**src/rtl/sr_ff_monitor.sv**
```systemverilog
// Receive-side checker for an SR flip-flop: runs a golden SR model delayed by LAT edges,
// compares the snooped Q/Q_bar against it, and keeps saturating check/error/illegal counters.
module sr_ff_monitor #(
  parameter int CNT_W       = 8,
  parameter int LAT         = 1,
  parameter int STOP_ON_ERR = 0
) (
  input  logic             clk,
  input  logic             rst,
  input  logic             en,
  input  logic             clr,
  input  logic             S,
  input  logic             R,
  input  logic             Q,
  input  logic             Q_bar,
  output logic [CNT_W-1:0] check_cnt,
  output logic [CNT_W-1:0] err_cnt,
  output logic [CNT_W-1:0] illegal_cnt,
  output logic             err,
  output logic [CNT_W-1:0] first_err_idx,
  output logic             busy
);

  typedef enum logic [1:0] {IDLE, RUN, HALT} state_t;

  state_t           state, state_nx;
  logic             q_m, k_m;
  logic             q_e, k_e;
  logic             mismatch;
  logic [CNT_W-1:0] check_nx, err_cnt_nx, illegal_nx, first_nx;
  logic             err_nx;

  function automatic logic [CNT_W-1:0] sat_inc(input logic [CNT_W-1:0] v);
    return (v == '1) ? v : v + 1'b1;
  endfunction

  // Golden model: k_m marks whether q_m is defined (S=R=1 makes it unknown).
  always_ff @(posedge clk) begin
    if (rst) begin
      q_m <= 1'b0;
      k_m <= 1'b0;
    end else begin
      case ({S, R})
        2'b01:   begin q_m <= 1'b0; k_m <= 1'b1; end
        2'b10:   begin q_m <= 1'b1; k_m <= 1'b1; end
        2'b11:   k_m <= 1'b0;
        default: ;
      endcase
    end
  end

  // LAT-1 extra stages align the model with the DUT output latency.
  generate
    if (LAT == 1) begin : g_nopipe
      assign q_e = q_m;
      assign k_e = k_m;
    end else begin : g_pipe
      logic [LAT-2:0] q_pipe, k_pipe;
      always_ff @(posedge clk) begin
        if (rst) begin
          q_pipe <= '0;
          k_pipe <= '0;
        end else begin
          q_pipe[0] <= q_m;
          k_pipe[0] <= k_m;
          for (int unsigned i = 1; i < LAT - 1; i++) begin
            q_pipe[i] <= q_pipe[i-1];
            k_pipe[i] <= k_pipe[i-1];
          end
        end
      end
      assign q_e = q_pipe[LAT-2];
      assign k_e = k_pipe[LAT-2];
    end
  endgenerate

  assign mismatch = k_e & ((Q != q_e) | (Q_bar == Q));

  always_comb begin
    state_nx   = state;
    check_nx   = check_cnt;
    err_cnt_nx = err_cnt;
    illegal_nx = illegal_cnt;
    first_nx   = first_err_idx;
    err_nx     = err;
    if (clr) begin
      state_nx   = IDLE;
      check_nx   = '0;
      err_cnt_nx = '0;
      illegal_nx = '0;
      first_nx   = '0;
      err_nx     = 1'b0;
    end else begin
      case (state)
        IDLE: if (en) state_nx = RUN;
        RUN: begin
          if (S & R) illegal_nx = sat_inc(illegal_cnt);
          if (k_e) check_nx = sat_inc(check_cnt);
          if (mismatch) begin
            err_cnt_nx = sat_inc(err_cnt);
            err_nx     = 1'b1;
            if (!err) first_nx = check_cnt;
          end
          if (mismatch && (STOP_ON_ERR != 0)) state_nx = HALT;
          else if (!en)                       state_nx = IDLE;
        end
        HALT: ;
        default: state_nx = IDLE;
      endcase
    end
  end

  always_ff @(posedge clk) begin
    if (rst) begin
      state         <= IDLE;
      check_cnt     <= '0;
      err_cnt       <= '0;
      illegal_cnt   <= '0;
      first_err_idx <= '0;
      err           <= 1'b0;
    end else begin
      state         <= state_nx;
      check_cnt     <= check_nx;
      err_cnt       <= err_cnt_nx;
      illegal_cnt   <= illegal_nx;
      first_err_idx <= first_nx;
      err           <= err_nx;
    end
  end

  assign busy = (state == RUN);

endmodule

```
**config.mk**
```make
export PLATFORM = sky130hd
export DESIGN_NAME = sr_ff_monitor
export DESIGN_NICKNAME = d
export VERILOG_FILES = /design/src/rtl/sr_ff_monitor.sv
export SDC_FILE = /design/constraint.sdc
export NUM_CORES = 1
export LEC_CHECK = 0
export CAP_MARGIN = 25
export CORE_ASPECT_RATIO = 0.9
export CORE_MARGIN = 2
export CORE_UTILIZATION = 30
export CTS_BUF_LIST = sky130_fd_sc_hd__clkbuf_2 sky130_fd_sc_hd__clkbuf_4 sky130_fd_sc_hd__clkbuf_8
export CTS_CLUSTER_SIZE = 8
export DETAILED_ROUTE_END_ITERATION = 10
export GPL_TIMING_DRIVEN = 0
export SKIP_LAST_GASP = 1
export SLEW_MARGIN = 10
export SYNTH_ARGS = -nofsm -noshare
export SYNTH_HDL_FRONTEND = slang
export SYNTH_SLANG_ARGS = --single-unit
```
**constraint.sdc**
```tcl
create_clock -name clk -period 4.6 [get_ports clk]
set_clock_uncertainty 0.15 [all_clocks]
set_input_delay 0.92 -clock clk [delete_from_list [all_inputs] [get_ports clk]]
set_output_delay 0.92 -clock clk [all_outputs]
set_load 0.02 [all_outputs]
```
==> impl_metrics.tcl, run 1 <==
set metrics [dict create \
    status "complete, no violations" \
    setup_viol 0 \
    synth_top_flop_cell "dfxtp_1" \
    yosysSeqAreaShare 0.439 \
    tightest_slew_ns 0.804 \
    post_drt_wl_per_cell_um 13.1 \
    cts_resized 0 \
    dp_cells 299 \
    ir_worst_vdd_mv 0.113 \
    startpoint_type "primary input" \
    post-route-period-util 0.606 \
    dieArea_sq_um 6090 \
    antenna_found_initial 0 \
    nNetsFinal 253 \
    drv_slew 0 \
    fin_crit_ns 2.79 \
    critPathKind "primary input to flop" \
    tns_ns 0 \
    place_ws_ns 1.53 \
    ys_types 34 \
    leakage_nw 0.758 \
    areaGrowthSynthToFinish_pct 36.0 \
    rsz0062_at_grt "no" \
    cts_tree "built" \
    die_w_um 82.0 \
    numPortBuffers 41 \
    first_pass_iters 4 \
    layout_commonest_cell "clkdlybuf4s50_1" \
    start_util 0.313 \
    cp.arrival_ns 2.86 \
    hold_path_class "flop to flop" \
    synthArstFlopShare 0 \
    yosys_warnings 0 \
    drive_gt1_frac 0.0667 \
    power_mw 0.588 \
    path_buf_inv 3 \
    relSlewSlack 0.463 \
    place_hpwl_mm 2.92 \
    max_stage_delay_ns 0.49 \
    clk_pin_slew_worst_paths_ns 0.07 \
    fin_area_sq_um 2230 \
    utilization 0.425 \
    worst-path-max-fanout 10 \
    vias 1578 \
    grt-ovfl-total 0 \
    via_per_inst 5.14 \
    hold_viol_final 0 \
    setup_ws_ns 1.81 \
    cts_hold_buffers 0 \
    drt_iter0_markers 59 \
    finalWirelength_mm 4.01 \
    clockBufferDepth 2 \
    num_io_pins 42 \
    grt_pass1_vias 1431 \
    crit_slowest_cell "clkdlybuf4s50_1" \
    hold-worst-slack_ns 0.324 \
    maxCapViolCount 0 \
    grt_first_pass_wirelength_mm 6.68 \
    cts_setup_buffers 0 \
    diodes 0 \
    cts_buffers 5 \
    fmax_mhz 359 \
    die_h_um 74.2 \
    cts-root-buf "clkbuf_8" \
    cpLargestDelayFamily "buffers and inverters" \
    required_ns 4.67 \
    syn-instance-count 191 \
    synthesis.nets 205 \
    syn_area_sq_um 1640 \
    rows 25 \
    powerDensity_nw_per_um2 263 \
    grt.total_usage 0.145 \
    layout_common_cells "clkdlybuf4s50_1, dfxtp_1, a21oi_1, nand2_1, nor2_1" \
    place.gp.congestion 0.779 \
    ys_seq_elements 36 \
    grt_max_degree 11 \
    ant_nets 0 \
    drc 0 \
    synth_edf_count 0 \
    synth.avg_cell_area_sq_um 8.60 \
    cts_max_level 2 \
    clk_latency_ns 0.29 \
    design.core.area_sq_um 5260 \
    dpl_cell_area_sq_um 2140 \
    numClockSinks 36 \
    end_kind "flop" \
    cp_cell_sequence "clkdlybuf4s50_1, nor3b_1, a211o_1, buf_2, clkbuf_1, o21ai_0, a21oi_1" \
    finalNonFillerCells 307 \
]
==> synthesized netlist by cell type (4+ instances only) <==
library cell | count | area (sq um)
a21oi_1 | 20 | 100
a31oi_1 | 6 | 37.5
and4_1 | 4 | 35.0
clkbuf_1 | 5 | 18.8
dfxtp_1 | 36 | 721
ha_1 | 6 | 75.1
inv_1 | 4 | 15.0
mux2i_1 | 4 | 40.0
nand2_1 | 20 | 75.1
nand3_1 | 8 | 40.0
nand4_1 | 4 | 25.0
nor2_1 | 18 | 67.6
nor3_1 | 4 | 20.0
o21ai_0 | 12 | 60.1
or4_1 | 4 | 30.0
==> registers in the layout, indices dropped and copies added, names as in the netlist <==
name and flops:
err_cnt 8, q_e 1, k_e 1, first_err_idx 8, check_cnt 8, state 1
err 1, illegal_cnt 8
==> layer usage <==
metal | share of wire | global-route usage | vias up
met5 | 0 | 0 | -
met4 | 0.018 | 0.0611 | 0
met3 | 0.045 | 0.0340 | 7
met2 | 0.41 | 0.214 | 34
met1 | 0.52 | 0.202 | 730
li1 | - | - | 807
==> final timing paths <==
path                                    endpoint        startpoint  depth (start not counted)  slack [ns]
worst min register to register  first_err_idx[3]  first_err_idx[3]                          2        0.32
worst max register to register  first_err_idx[1]               q_e                          6        2.62
worst min-delay path            first_err_idx[3]  first_err_idx[3]                          2        0.32
worst max-delay path            first_err_idx[1]                 Q                          7        1.81
==> worst min-delay path, stage by stage, from the launching register on <==
cell and delay (ns):
dfxtp_1 0.30, o21ai_0 0.06, a21oi_1 0.06
==> power breakdown <==
group | internal, mW | leakage, nW | total (mW) | switching, mW
registers | 0.313 | 0.290 | 0.315 | 0.00175
logic | 0.0118 | 0.415 | 0.0275 | 0.0157
clock network | 0.134 | 0.0523 | 0.246 | 0.112
==> logic make-up after synthesis <==
family | Yosys count | share of synthesized area
buffers and inverters | 10 | 0.0236
flip-flops | 36 | 0.439
AO/OA/AOI/OAI | 55 | 0.213
XOR/XNOR | 4 | 0.0213
adder cells (fa/ha/maj) | 6 | 0.0457
multiplexers | 4 | 0.0244
AND/OR/NAND/NOR | 76 | 0.233
==> final cells by class <==
class	count	area [sq um]
inverter	4	15.0
buffer	6	23.8
sequential	36	721
tap	67	83.8
multi-input combinational	145	883
fill	555	3020
timing repair buffer	41	410
clock buffer	8	97.6
No activity file was read; power rests on OpenSTA's default activity.
==> inputs of run 2 (changes only) <==
==> constraint.sdc (replaced) <==
create_clock -name clk -period 2.35 [get_ports clk]
set_clock_uncertainty 0.15 [all_clocks]
set_input_delay 0.47 -clock clk [delete_from_list [all_inputs] [get_ports clk]]
set_output_delay 0.47 -clock clk [all_outputs]
set_load 0.02 [all_outputs]
==> run 2 against run 1 <==
Effect of this change:
- first-iteration DRC count grew 6.8%
- via count up 0.32%
- total power grew 96%
- final cell count unchanged
- clock-buffer cell count unchanged
- core utilization up 0.12 points
- critical endpoint is now err_cnt[4]
- largest power group unchanged
- hold slack better by 0.0011 ns
- global-route usage unchanged
- die area is the same
- sequential power grew 96%
- critical path depth decreased by 1
- sequential share of layout area decreased by 0.090 points
==> impl_metrics.tcl, run 2 (same netlist as run 1, synthesis figures left out) <==
set metrics [dict create \
    status "complete, no violations" \
    tns_ns 0 \
    finalWirelength_mm 4.02 \
    clk_latency_ns 0.29 \
    die_h_um 74.2 \
    cts_setup_buffers 0 \
    layout_common_cells "clkdlybuf4s50_1, dfxtp_1, a21oi_1, nand2_1, nor2_1" \
    hold_viol_final 0 \
    worst-path-max-fanout 10 \
    leakage_nw 0.763 \
    cts-root-buf "clkbuf_8" \
    numPortBuffers 41 \
    drive_gt1_frac 0.0750 \
    post-route-period-util 0.934 \
    start_util 0.313 \
    min_to "first_err_idx[3]" \
    clk_pin_slew_worst_paths_ns 0.07 \
    grt.total_usage 0.145 \
    drc 0 \
    post_drt_wl_per_cell_um 13.1 \
    tightest_slew_ns 0.794 \
    place.gp.congestion 0.779 \
    place_ws_ns -0.266 \
    maxCapViolCount 0 \
    nNetsFinal 253 \
    num-fill-cells 553 \
    design.core.area_sq_um 5260 \
    r2r_end "err_cnt[4]" \
    setup_viol 0 \
    cp_cell_sequence "clkdlybuf4s50_1, nor3b_2, a211o_1, buf_2, or4_1, a21oi_1" \
    powerDensity_nw_per_um2 514 \
    fin_crit_ns 2.20 \
    rsz0062_at_grt "no" \
    startpoint_type "primary input" \
    antenna_found_initial 0 \
    cp.arrival_ns 2.27 \
    rrSetupSlack_ns 0.47 \
    rows 25 \
    worstHoldStart "first_err_idx[3]" \
    fmax_mhz 455 \
    grt_pass1_vias 1431 \
    via_per_inst 5.16 \
    numClockSinks 36 \
    whs_path_depth 2 \
    cts_resized 0 \
    dieArea_sq_um 6090 \
    clockBufferDepth 2 \
    required_ns 2.42 \
    hold_path_class "flop to flop" \
    setup_ws_ns 0.155 \
    grt_max_degree 11 \
    ant_nets 0 \
    ir_worst_vdd_mv 0.222 \
    grt-ovfl-total 0 \
    layout_commonest_cell "clkdlybuf4s50_1" \
    drv_slew 0 \
    drt_iter0_markers 63 \
    cts_max_level 2 \
    cts_buffers 5 \
    vias 1583 \
    path_buf_inv 2 \
    areaGrowthSynthToFinish_pct 36.4 \
    r2r_start "q_e" \
    cts_tree "built" \
    place_hpwl_mm 2.92 \
    cpLargestDelayFamily "buffers and inverters" \
    max_stage_delay_ns 0.57 \
    grt_first_pass_wirelength_mm 6.68 \
    num_io_pins 42 \
    critPathKind "primary input to flop" \
    r2r_cells 5 \
    cts_hold_buffers 0 \
    relSlewSlack 0.470 \
    diodes 0 \
    first_pass_iters 4 \
    crit_slowest_cell "clkdlybuf4s50_1" \
    die_w_um 82.0 \
    end_kind "flop" \
]
==> run 2: cell counts in the layout (fill, tap and decap cells not counted) <==
Identical to the previous run, type by type.
==> run 2: worst max path at each step <==
stage          start               end  slack (ns)  depth (start not counted)
2_1_floorplan  Q_bar        err_cnt[4]        0.47                          5
3_3_place_gp       Q        err_cnt[1]       -0.26                          7
3_5_place_dp       Q        err_cnt[1]       -0.27                          7
4_1_cts            Q  first_err_idx[1]        0.01                          7
5_1_grt            Q  first_err_idx[1]        0.05                          5
6_report           Q        err_cnt[4]        0.15                          6
==> run 2: layout make-up <==
type / instances / area (sq um) / area share
tap: 67 / 83.8 / 0.0374
sequential: 36 / 721 / 0.322
buffer: 6 / 25.0 / 0.0112
multi-input combinational: 145 / 888 / 0.396
clock buffer: 8 / 97.6 / 0.0436
inverter: 4 / 15.0 / 0.00670
timing repair buffer: 41 / 410 / 0.183
==> run 2: worst reg2reg max path: stages (launching register included) <==
cell,delay (ns)
dfxtp_1,0.34
nor2b_1,0.17
a211o_1,0.32
buf_2,0.18
or4_1,0.51
a21oi_1,0.15
==> run 2: report_power, final <==
part | internal [mW] | switching (mW)
clock network | 0.262 | 0.218
registers | 0.613 | 0.00362
logic | 0.0235 | 0.0308
==> run 2: routing by layer <==
metal | global-route usage | wire length, um | share of wire
met1 | 0.202 | 2050 | 0.51
met5 | 0 | 0 | 0
met3 | 0.0340 | 191 | 0.047
met2 | 0.214 | 1730 | 0.43
met4 | 0.0611 | 54 | 0.013
==> run 2: through the flow <==
step	total power, mW	hold WS (ns)	instance area (sq um)	utilization	instances
after floorplan	0.657	0.326	1640	-	191
after global placement	0.684	0.315	2140	0.407	299
after detailed placement	0.685	0.317	2140	0.407	299
after CTS	1.17	0.326	2230	0.425	307
after global routing	1.20	0.348	2240	0.426	307
final	1.15	0.325	2240	0.426	307
==> inputs of run 3 (changes only) <==
--- a/config.mk
+++ b/config.mk
@@ -7,7 +7,6 @@
 export LEC_CHECK = 0
 export CAP_MARGIN = 25
 export CORE_ASPECT_RATIO = 0.9
-export CORE_MARGIN = 2
 export CORE_UTILIZATION = 30
 export CTS_BUF_LIST = sky130_fd_sc_hd__clkbuf_2 sky130_fd_sc_hd__clkbuf_4 sky130_fd_sc_hd__clkbuf_8
 export CTS_CLUSTER_SIZE = 8
==> run 3 against run 2 <==
Effect of this change:
- final cell count down 0.33%
- final area down 0.73%
- total power shrank 4.6%
- largest cell class unchanged
- global-route usage increased by 0.37 points
- clock power decreased by 11%
- worst setup slack got worse by 0.0026 ns
- die area fell by 5.1%
- hold slack improved by 0.0018 ns
- the run now ends with DRC left
- clock-buffer cell count shrank 2
- critical endpoint unchanged
- combinational power about the same
- sequential cell count unchanged
- critical path depth unchanged
==> impl_metrics.tcl, run 3 (same netlist as run 1, synthesis figures left out) <==
set metrics [dict create \
    status "finished with violations" \
    violations "DRC" \
    startpoint_type "primary input" \
    layout_commonest_cell "clkdlybuf4s50_1" \
    maxCapViolCount 0 \
    ant_nets 0 \
    fin_crit_ns 2.20 \
    end_kind "flop" \
    cts-root-buf "clkbuf_8" \
    min_to "first_err_idx[0]" \
    grt.total_usage 0.148 \
    grt_first_pass_wirelength_mm 6.44 \
    clk_pin_slew_worst_paths_ns 0.07 \
    finalWirelength_mm 3.94 \
    drc 2 \
    utilization 0.423 \
    path_buf_inv 2 \
    leakage_nw 0.755 \
    cts_buffers 5 \
    numClockSinks 36 \
    drt_iter0_markers 62 \
    required_ns 2.42 \
    cts_max_level 2 \
    first_pass_iters 7 \
    cp.arrival_ns 2.27 \
    design.core.area_sq_um 5260 \
    worstSetupStartpoint "Q" \
    diodes 0 \
    setup_viol 0 \
    num_io_pins 42 \
    r2r_cells 5 \
    r2r_start "state[0]" \
    nNetsFinal 253 \
    rrSetupSlack_ns 0.46 \
    grt_pass1_vias 1366 \
    post_drt_wl_per_cell_um 12.9 \
    place_hpwl_mm 2.83 \
    post-route-period-util 0.935 \
    areaGrowthSynthToFinish_pct 35.4 \
    layout_common_cells "clkdlybuf4s50_1, dfxtp_1, a21oi_1, nand2_1, nor2_1" \
    clockBufferDepth 2 \
    drive_gt1_frac 0.0711 \
    dieArea_sq_um 5780 \
    hold-worst-slack_ns 0.326 \
    powerDensity_nw_per_um2 494 \
    tightest_slew_ns 0.761 \
    cp.depth 6 \
    grt-ovfl-total 0 \
    rows 25 \
    cts_tree "built" \
    worstHoldStart "first_err_idx[0]" \
    critPathKind "primary input to flop" \
    cp_cell_sequence "clkdlybuf4s50_1, nor3b_2, a211o_1, buf_2, or4_1, a21oi_1" \
    via_per_inst 4.99 \
    clk_latency_ns 0.29 \
    place.gp.congestion 0.744 \
    hold_viol_final 0 \
    worst-path-max-fanout 10 \
    relSlewSlack 0.492 \
    cpLargestDelayFamily "buffers and inverters" \
    crit_slowest_cell "clkdlybuf4s50_1" \
    drv_slew 0 \
    vias 1527 \
    die_w_um 80.0 \
    fmax_mhz 455 \
    ir_worst_vdd_mv 0.198 \
    numPortBuffers 41 \
    whs_path_depth 2 \
    max_stage_delay_ns 0.58 \
    die_h_um 72.2 \
    start_util 0.313 \
    hold_path_class "flop to flop" \
    rsz0062_at_grt "no" \
    antenna_found_initial 0 \
    grt_max_degree 11 \
    r2r_end "err_cnt[4]" \
]
==> run 3: cell types whose count changed in the layout (fill, tap and decap cells not counted), sizes merged <==
cell,before,now
clkbuf,13,10
buf,1,2
clkinv,0,1
==> run 3: report_power, final <==
| group | switching (mW) | internal (mW) |
|---|---|---|
| Clock | 0.215 | 0.213 |
| Combinational | 0.0307 | 0.0234 |
| Sequential | 0.00375 | 0.613 |
| Total | 0.249 | 0.850 |
==> run 3: worst reg2reg max path: stages (launching register included) <==
cell and delay (ns):
dfxtp_1 0.41, nand2_1 0.15, a211o_1 0.28, buf_2 0.18
or4_1 0.50, a21oi_1 0.14
==> run 3: metal layers <==
| layer | share of wire | vias to the layer above | GRT usage | wire, um |
|---|---|---|---|---|
| li1 | - | 801 | - | - |
| met5 | 0 | - | 0 | 0 |
| met2 | 0.41 | 31 | 0.214 | 1600 |
| met1 | 0.53 | 689 | 0.204 | 2080 |
| met4 | 0.015 | 0 | 0.0556 | 59 |
| met3 | 0.050 | 6 | 0.0516 | 198 |
==> run 3: metrics by stage <==
stage / power (mW) / setup WS [ns] / area, sq um / setup TNS, ns / cells
6_report: 1.10 / 0.152 / 2220 / 0 / 306
2_1_floorplan: 0.657 / 0.474 / 1640 / 0 / 191
3_3_place_gp: 0.684 / -0.252 / 2140 / -3.45 / 299
5_1_grt: 1.15 / 0.0215 / 2220 / 0 / 306
3_5_place_dp: 0.684 / -0.235 / 2140 / -3.29 / 299
4_1_cts: 1.12 / 0.0404 / 2220 / 0 / 306
==> run 3: worst max path at each step <==
stage / end / slack [ns]
after global routing: first_err_idx[4] / 0.02
after detailed placement: err_cnt[1] / -0.23
after global placement: err_cnt[1] / -0.25
after floorplan: err_cnt[4] / 0.47
final: err_cnt[4] / 0.15
after CTS: err_cnt[1] / 0.04
==> run 3: final cells by class <==
class | instances | area [sq um]
plain buffers | 6 | 25.0
clock buffers | 6 | 76.3
clock inverters | 1 | 5.00
fillers | 574 | 3030
inverters | 4 | 15.0
multi-input cells | 145 | 888
flip-flops and latches | 36 | 721
well taps | 67 | 83.8
repair buffers | 41 | 410
==> run 3: repair_timing <==
| action | 4_1_cts | 5_1_grt |
|---|---|---|
| buffers inserted | 0 | 0 |
| hold buffers | 0 | 0 |
| resized for setup | 0 | 4 |
| endpoints found under the setup margin | 0 | 10 |
